## config.mk

```make
export PLATFORM = sky130hd
export DESIGN_NAME = knight_anim_seq
export DESIGN_NICKNAME = d
export VERILOG_FILES = /design/src/rtl/knight_anim_seq.sv
export SDC_FILE = /design/constraint.sdc
export NUM_CORES = 1
export LEC_CHECK = 0
export BUFFER_PORTS_ARGS = -buffer_cell sky130_fd_sc_hd__buf_2
export CAP_MARGIN = 20
export CORE_MARGIN = 3
export CORE_UTILIZATION = 40
export CTS_BUF_LIST = sky130_fd_sc_hd__clkbuf_2 sky130_fd_sc_hd__clkbuf_4 sky130_fd_sc_hd__clkbuf_8
export DETAILED_ROUTE_END_ITERATION = 8
export GPL_ROUTABILITY_DRIVEN = 0
export PLACE_DENSITY = 0.68
export SKIP_CTS_REPAIR_TIMING = 1
export SYNTH_ARGS = -nofsm -noshare
export SYNTH_HDL_FRONTEND = slang
export SYNTH_SLANG_ARGS = --single-unit
```

## constraint.sdc

```tcl
create_clock -name frame_clk -period 4.1 [get_ports frame_clk]
set_input_delay 0 -clock frame_clk [delete_from_list [all_inputs] [get_ports frame_clk]]
set_output_delay 0 -clock frame_clk [all_outputs]
set_load 0.02 [all_outputs]
```

## src/rtl/knight_anim_seq.sv

```systemverilog
// Knight sprite animation sequencer: maps player status to sprite row/frame/flip,
// owns per-row frame timing, attack one-shot locking and the attack hit window.
module knight_anim_seq #(
  parameter int TICKS_PER_FRAME = 6,
  parameter int IDLE_FRAMES     = 4,
  parameter int WALK_FRAMES     = 6,
  parameter int JUMP_FRAMES     = 3,
  parameter int FALL_FRAMES     = 2,
  parameter int ATK_FRAMES      = 5,
  parameter int DEAD_FRAMES     = 6,
  parameter int ATK_HIT_FIRST   = 2,
  parameter int ATK_HIT_LAST    = 3
) (
  input  logic       frame_clk,
  input  logic       Reset,
  input  logic [3:0] Player_Status,
  input  logic       Inverse,
  output logic [2:0] Anim_Row,
  output logic [2:0] Anim_Frame,
  output logic       Flip,
  output logic       Attack_Active,
  output logic       Anim_Done,
  output logic       Busy
);

  localparam logic [2:0] ROW_IDLE = 3'd0;
  localparam logic [2:0] ROW_WALK = 3'd1;
  localparam logic [2:0] ROW_JUMP = 3'd2;
  localparam logic [2:0] ROW_FALL = 3'd3;
  localparam logic [2:0] ROW_ATK  = 3'd4;
  localparam logic [2:0] ROW_DEAD = 3'd5;

  localparam logic [3:0] TICK_LAST = 4'(TICKS_PER_FRAME - 1);
  localparam logic [2:0] HIT_FIRST = 3'(ATK_HIT_FIRST);
  localparam logic [2:0] HIT_LAST  = 3'(ATK_HIT_LAST);
  localparam logic       DEAD_ONE  = (DEAD_FRAMES == 1) ? 1'b1 : 1'b0;

  typedef enum logic {
    MODE_FREE   = 1'b0,
    MODE_ATTACK = 1'b1
  } mode_t;

  mode_t      mode_r, mode_s;
  logic [2:0] row_r, row_s;
  logic [2:0] frame_r, frame_s;
  logic [3:0] tick_r, tick_s;
  logic       flip_r, flip_s;
  logic       atk_r, atk_s;
  logic       done_r, done_s;
  logic [2:0] status_s;
  logic [2:0] last_s;
  logic       tick_wrap_s;

  function automatic logic [2:0] map_status(input logic [3:0] st);
    if (st > 4'd5) begin
      return ROW_IDLE;
    end else begin
      return st[2:0];
    end
  endfunction

  function automatic logic [2:0] last_frame(input logic [2:0] row);
    case (row)
      ROW_IDLE: return 3'(IDLE_FRAMES - 1);
      ROW_WALK: return 3'(WALK_FRAMES - 1);
      ROW_JUMP: return 3'(JUMP_FRAMES - 1);
      ROW_FALL: return 3'(FALL_FRAMES - 1);
      ROW_ATK:  return 3'(ATK_FRAMES - 1);
      ROW_DEAD: return 3'(DEAD_FRAMES - 1);
      default:  return 3'd0;
    endcase
  endfunction

  function automatic logic is_hold_row(input logic [2:0] row);
    return (row == ROW_JUMP) || (row == ROW_DEAD);
  endfunction

  // Next-state: death preemption, attack lock, row change, then frame timing.
  always_comb begin
    mode_s      = mode_r;
    row_s       = row_r;
    frame_s     = frame_r;
    tick_s      = tick_r;
    flip_s      = flip_r;
    done_s      = 1'b0;
    status_s    = map_status(Player_Status);
    last_s      = last_frame(row_r);
    tick_wrap_s = (tick_r >= TICK_LAST);

    if ((status_s == ROW_DEAD) && (row_r != ROW_DEAD)) begin
      mode_s  = MODE_FREE;
      row_s   = ROW_DEAD;
      frame_s = 3'd0;
      tick_s  = 4'd0;
      flip_s  = 1'b0;
      done_s  = DEAD_ONE;
    end else if (mode_r == MODE_ATTACK) begin
      // Flip stays frozen for the whole swing unless it restarts
      if (tick_wrap_s) begin
        tick_s = 4'd0;
        if (frame_r >= last_s) begin
          done_s  = 1'b1;
          frame_s = 3'd0;
          if (status_s == ROW_ATK) begin
            flip_s = Inverse;
          end else begin
            mode_s = MODE_FREE;
            row_s  = status_s;
          end
        end else begin
          frame_s = frame_r + 3'd1;
        end
      end else begin
        tick_s = tick_r + 4'd1;
      end
    end else if (status_s != row_r) begin
      row_s   = status_s;
      frame_s = 3'd0;
      tick_s  = 4'd0;
      if (status_s == ROW_ATK) begin
        mode_s = MODE_ATTACK;
        flip_s = Inverse;
      end else if (row_r != ROW_DEAD) begin
        flip_s = Inverse;
      end else begin
        flip_s = flip_r;
      end
    end else begin
      if (row_r != ROW_DEAD) begin
        flip_s = Inverse;
      end else begin
        flip_s = flip_r;
      end
      if (tick_wrap_s) begin
        tick_s = 4'd0;
        if (frame_r < last_s) begin
          frame_s = frame_r + 3'd1;
          if ((row_r == ROW_DEAD) && ((frame_r + 3'd1) == last_s)) begin
            done_s = 1'b1;
          end else begin
            done_s = 1'b0;
          end
        end else if (is_hold_row(row_r)) begin
          frame_s = last_s;
        end else begin
          frame_s = 3'd0;
        end
      end else begin
        tick_s = tick_r + 4'd1;
      end
    end

    atk_s = (row_s == ROW_ATK) && (frame_s >= HIT_FIRST) && (frame_s <= HIT_LAST);
  end

  // State and output registers with asynchronous reset.
  always_ff @(posedge frame_clk or posedge Reset) begin
    if (Reset) begin
      mode_r  <= MODE_FREE;
      row_r   <= 3'd0;
      frame_r <= 3'd0;
      tick_r  <= 4'd0;
      flip_r  <= 1'b0;
      atk_r   <= 1'b0;
      done_r  <= 1'b0;
    end else begin
      mode_r  <= mode_s;
      row_r   <= row_s;
      frame_r <= frame_s;
      tick_r  <= tick_s;
      flip_r  <= flip_s;
      atk_r   <= atk_s;
      done_r  <= done_s;
    end
  end

  assign Anim_Row      = row_r;
  assign Anim_Frame    = frame_r;
  assign Flip          = flip_r;
  assign Attack_Active = atk_r;
  assign Anim_Done     = done_r;
  assign Busy          = (mode_r == MODE_ATTACK);

endmodule

```

# [Yosys cells after proc, flatten, opt, wreduce, memory -nomap -nowiden]
# Index checks and enable logic that the tools add are counted.
[op_classes] muxes=42 n_reduce_logical=8 order_cmp=6 addsub=2 eq_ne=14
[ops] op="$mux 3" count=15
[ops] op="$mux 1" count=22
[ops] op="$mux 4" count=4
[ops] op="$eq 3x3->1 const B" count=5
[ops] op="$pmux 3 s5" count=1
[ops] op="$ne 3x1->1 const B" count=3
[ops] op="$eq 3x2->1 const B" count=2
[ops] op="$add 4x1->4 const B" count=1
[ops] op="$ge 4x3->1 const B" count=1
[ops] op="$gt 4x3->1 const B" count=1
[ops] op="$logic_and 1x1->1" count=4
[ops] op="$add 3x1->3 const B" count=1
[ops] op="$eq 3x1->1 const B" count=1
[ops] op="$eq 3x3->1" count=1
[ops] op="$ge 3x2->1 const B" count=1
[ops] op="$ge 3x3->1" count=1
[ops] op="$le 3x2->1 const B" count=1
[ops] op="$logic_not 3->1" count=1
[ops] op="$lt 3x3->1" count=1
[ops] op="$ne 3x3->1" count=1
[ops] op="$ne 3x3->1 const B" count=1
[ops] op="$reduce_and 3->1" count=1
[ops] op="$reduce_or 2->1" count=1
[ops] op="$logic_or 1x1->1" count=1
[totals] regBits=14 in_bits=7

# [Longest topological paths before layout]
[depth] ltp_word=12 mapped_depth=9

# [Worst setup path before layout]
# OpenSTA, ideal clock, no wires.
[synth_timing] path_type="register to register" start="register row_r[1], in the netlist Anim_Row[1]" end="register atk_r, in the netlist Attack_Active" stages_incl_launch_ff=10 setup_ns=0.095 required_time_ns=4.005 path_buffers=0 period_less_slack_ns=2.525 arrival_time_ns=2.430 slack_ns=1.575 path_cell_list="dfrtp_1 > inv_1 > maj3_1 > ha_1 > nor2b_1 > o21a_1 > o31ai_2 > a31oi_1 > o221a_2 > nor4b_2"
[synth_rtl] item="start: declaration" line_no="44" source="logic [2:0] row_r, row_s;"
[synth_rtl] item="start signal: assignment" line_no="168" source="row_r <= row_s;"
[synth_rtl] item="$eq 3x3->1 or $eq 3x1->1 (tied branches)" line_no="63" source="case (row)"
[synth_rtl] item="$reduce_or 2->1 (no line)"
[synth_rtl] item="$pmux 3 s5" line_no="63"
[synth_rtl] item="$ge 3x3->1" line_no="101" source="if (frame_r >= last_s) begin"
[synth_rtl] item="$mux 3" line_no="101"
[synth_rtl] item="$mux 3" line_no="99" source="if (tick_wrap_s) begin"
[synth_rtl] item="$mux 3" line_no="97" source="end else if (mode_r == MODE_ATTACK) begin"
[synth_rtl] item="$mux 3 (*)" line_no="90" source="if ((status_s == ROW_DEAD) && (row_r != ROW_DEAD)) begin"
[synth_rtl] item="via row_s[1]" line_no="44"
[synth_rtl] item="$eq 3x3->1 (*)" line_no="153" source="atk_s = (row_s == ROW_ATK) && (frame_s >= HIT_FIRST) && (frame_s <= HIT_LAST);"
[synth_rtl] item="$logic_and 1x1->1 (*) (2 in a row)" line_no="153"
[synth_rtl] item="via atk_s" line_no="48" source="logic atk_r, atk_s;"
[synth_rtl] item="end signal: assignment" line_no="172" source="atk_r <= atk_s;"
[synth_rtl] item="end: declaration" line_no="48"
# Mark *: on every way through the listed nets, which the timed path passes. The rest lies on a longest branch.
# A chain may end at the register's enable or synchronous reset.

# [Final worst setup path]
# Ends and elaborated chain as after synthesis.

==> results.json <==
{
  "io_buffers": 16,
  "yosysTopAreaCell": "dfrtp_1",
  "synth_compound_area_share_pct": 28.7,
  "end_kind": "register",
  "r2r-start": "Anim_Row[1]$_DFF_PP0_",
  "crit_buf_inv": 1,
  "post-synth-top-count-cell": "dfrtp_1",
  "synth_top_family_by_area": "compound AO/OA/AOI/OAI gates",
  "cts_max_path_buffers": 2,
  "cts_max_level": 1,
  "grt_pass1_vias": 861,
  "firstDrtPassIters": 4,
  "dpl.hpwl_um": 1720,
  "avgSynthCellArea_um2": 8.99,
  "clock_sinks": 14,
  "hold_depth": 2,
  "track_usage_pct": 15.3,
  "synth-edff-count": 0,
  "hp-class": "primary input to register",
  "maxSlewViolCount": 0,
  "clkTransAtPathRegs_ns": 0.09,
  "synth_seq_cells": 14,
  "required_ns": 4.29,
  "grt_pass1_wl_um": 3950,
  "synth_xor_area_share_pct": 2.56,
  "insertion_delay_ns": 0.28,
  "syn-num-nets": 128,
  "crit_type": "register to register",
  "syn_area_um2": 1020,
  "leakagePower_nw": 0.532,
  "cp_slowest_cell": "dfrtp_1",
  "drive_above_1_share_pct": 24.8,
  "finalNetCount": 148,
  "worstPathArrival_ns": 2.78,
  "hold_violations": 0,
  "core-area_um2": 2320,
  "stdcell_area_um2": 1180,
  "crit_path_start": "Anim_Row[1]$_DFF_PP0_",
  "fin_skew_ns": 0.000673,
  "synthMuxAreaShare_pct": 0,
  "cp-start-kind": "register",
  "cp-endpoint": "Attack_Active$_DFF_PP0_",
  "critPathMaxFanout": 7,
  "r2r_cells": 9,
  "cts_tree": "built",
  "status": "completed",
  "via_per_inst": 5.63,
  "numCtsBuffers": 3,
  "vias": 907,
  "setup_viol": 0,
  "ys_warn_count": 0,
  "powerDensity_nw_per_um2": 322,
  "grt_start_max_net_pins": 15,
  "synthToLayoutAreaGrowth_pct": 14.9,
  "synth_cells": 114,
  "ys.flop_type": "dfrtp_1",
  "dieArea_um2": 3210,
  "reg2reg_to": "Attack_Active$_DFF_PP0_",
  "yosys.cell_types.count": 41,
  "relSlewSlack_pct": 64.9,
  "synth.top_cell.area_share_pct": 34.2,
  "post_drt_wl_per_cell_um": 13.7,
  "fp.dieH_um": 56.6,
  "cpLargestDelayFamily": "compound AO/OA/AOI/OAI gates",
  "tns_ns": 0,
  "cp_num_cells": 9,
  "clockRootBuffer": "clkbuf_4",
  "period_minus_slack_ns": 2.58,
  "overflow": 0,
  "yosys.area_share.simple_pct": 20.9,
  "synth_area_leaders": "dfrtp_1 34%, ha_1 8.5%, o21ai_0 5.9%, a21oi_1 3.4%, inv_1 3.3%",
  "antenna_found_initial": 0,
  "dieWidth_um": 56.6,
  "tightest_slew_ns": 0.525,
  "regToRegSetupSlack_ns": 1.52,
  "synthAdderAreaFrac_pct": 9.52,
  "crit_chain": "inv_1 -> maj3_1 -> ha_1 -> nor2b_1 -> o21a_1 -> o31ai_2 -> a31oi_1 -> o221a_2 -> nor4b_2",
  "fmax_mhz": 387,
  "io_pins": 17,
  "peakVddDrop_mv": 0.183,
  "ys_seq_area_share_pct": 34.2,
  "route.detailed.drc": 0,
  "cap_violations": 0,
  "ant_nets": 0,
  "drt_iter0_markers": 17,
  "num_antenna_cells": 0,
  "rsz0062_at_grt": "false",
  "rows": 17,
  "cpPeakStageDelay_ns": 0.44,
  "drt-total-wl_um": 2210,
  "synthTopCellsByCount": "14 x dfrtp_1, 12 x o21ai_0, 9 x inv_1",
  "fill_cells": 227,
  "initial_core_util_pct": 44.2,
  "fin_crit_sh_pct": 63.0,
  "dpl_cell_area_um2": 1130,
  "synthArstFlopShare_pct": 100
}
## metal layers
layer,up-vias,routed length [µm],global-route usage (%)
met5,-,0,0
met4,0,21,4.07
met3,4,108,3.91
met2,18,1040,23.3
met1,432,1040,21.3
li1,453,-,-
## how the worst min path moves through the flow
stage,start,slack [ns],endpoint
floorplan,Reset,-0.11,Anim_Done$_DFF_PP0_
global placement,Reset,0.07,Flip$_DFFE_PP0P_
detailed placement,Reset,0.06,Flip$_DFFE_PP0P_
CTS,Reset,-0.25,Flip$_DFFE_PP0P_
global route,Player_Status[1],0.09,Anim_Row[1]$_DFF_PP0_
finish,Player_Status[0],0.08,Busy$_DFF_PP0_
## sequential cells by signal, summed over array words and instances, names as in the netlist
register and flops:
tick_r 4, Anim_Frame 3, Flip 1, Anim_Done 1, Busy 1, Attack_Active 1
Anim_Row 3
## area by class of cell
type | count | area (µm²) | share of cell area (%)
Clock buffer | 4 | 36.3 | 3.08
Inverter | 9 | 33.8 | 2.87
Multi-Input combinational cell | 89 | 632 | 53.7
Sequential cell | 14 | 350 | 29.8
Tap cell | 28 | 35.0 | 2.98
Timing Repair Buffer | 17 | 90.1 | 7.65
## per-stage QoR
step / hold slack, ns / power [mW] / util [%] / std cells / worst slack [ns]
after global routing: 0.0933 / 0.409 / 50.8 / 161 / 1.28
after global placement: 0.0676 / 0.275 / 48.8 / 156 / 1.61
after detailed placement: 0.0609 / 0.282 / 48.8 / 156 / 1.54
after CTS: -0.246 / 0.381 / 50.4 / 160 / 1.52
after floorplan: -0.111 / 0.251 / - / 114 / 1.57
final: 0.0849 / 0.379 / 50.8 / 161 / 1.52
## cells by family (layout without fill, tap and decap cells)
group | Yosys count | after routing
adder cells (fa/ha/maj) | 8 | 8
AO/OA/AOI/OAI | 40 | 40
AND/OR/NAND/NOR | 38 | 38
buffers and inverters | 11 | 30
flip-flops | 14 | 14
XOR/XNOR | 3 | 3
## cell usage in the layout (no fill, tap or decap), types with 3 or more instances in the layout
| cell type | n |
|---|---|
| a21oi_1 | 7 |
| buf_2 | 16 |
| clkbuf_4 | 3 |
| dfrtp_1 | 14 |
| ha_1 | 7 |
| inv_1 | 9 |
| nand2_1 | 7 |
| nand2b_1 | 3 |
| nand3_1 | 4 |
| nor2_1 | 8 |
| nor2b_1 | 4 |
| o211ai_1 | 3 |
| o21ai_0 | 12 |
## power breakdown
group	switching (mW)	internal, mW
clock	0.0461	0.0540
combinational	0.0653	0.0470
sequential	0.0165	0.151
(Power assumes the default switching activity.)
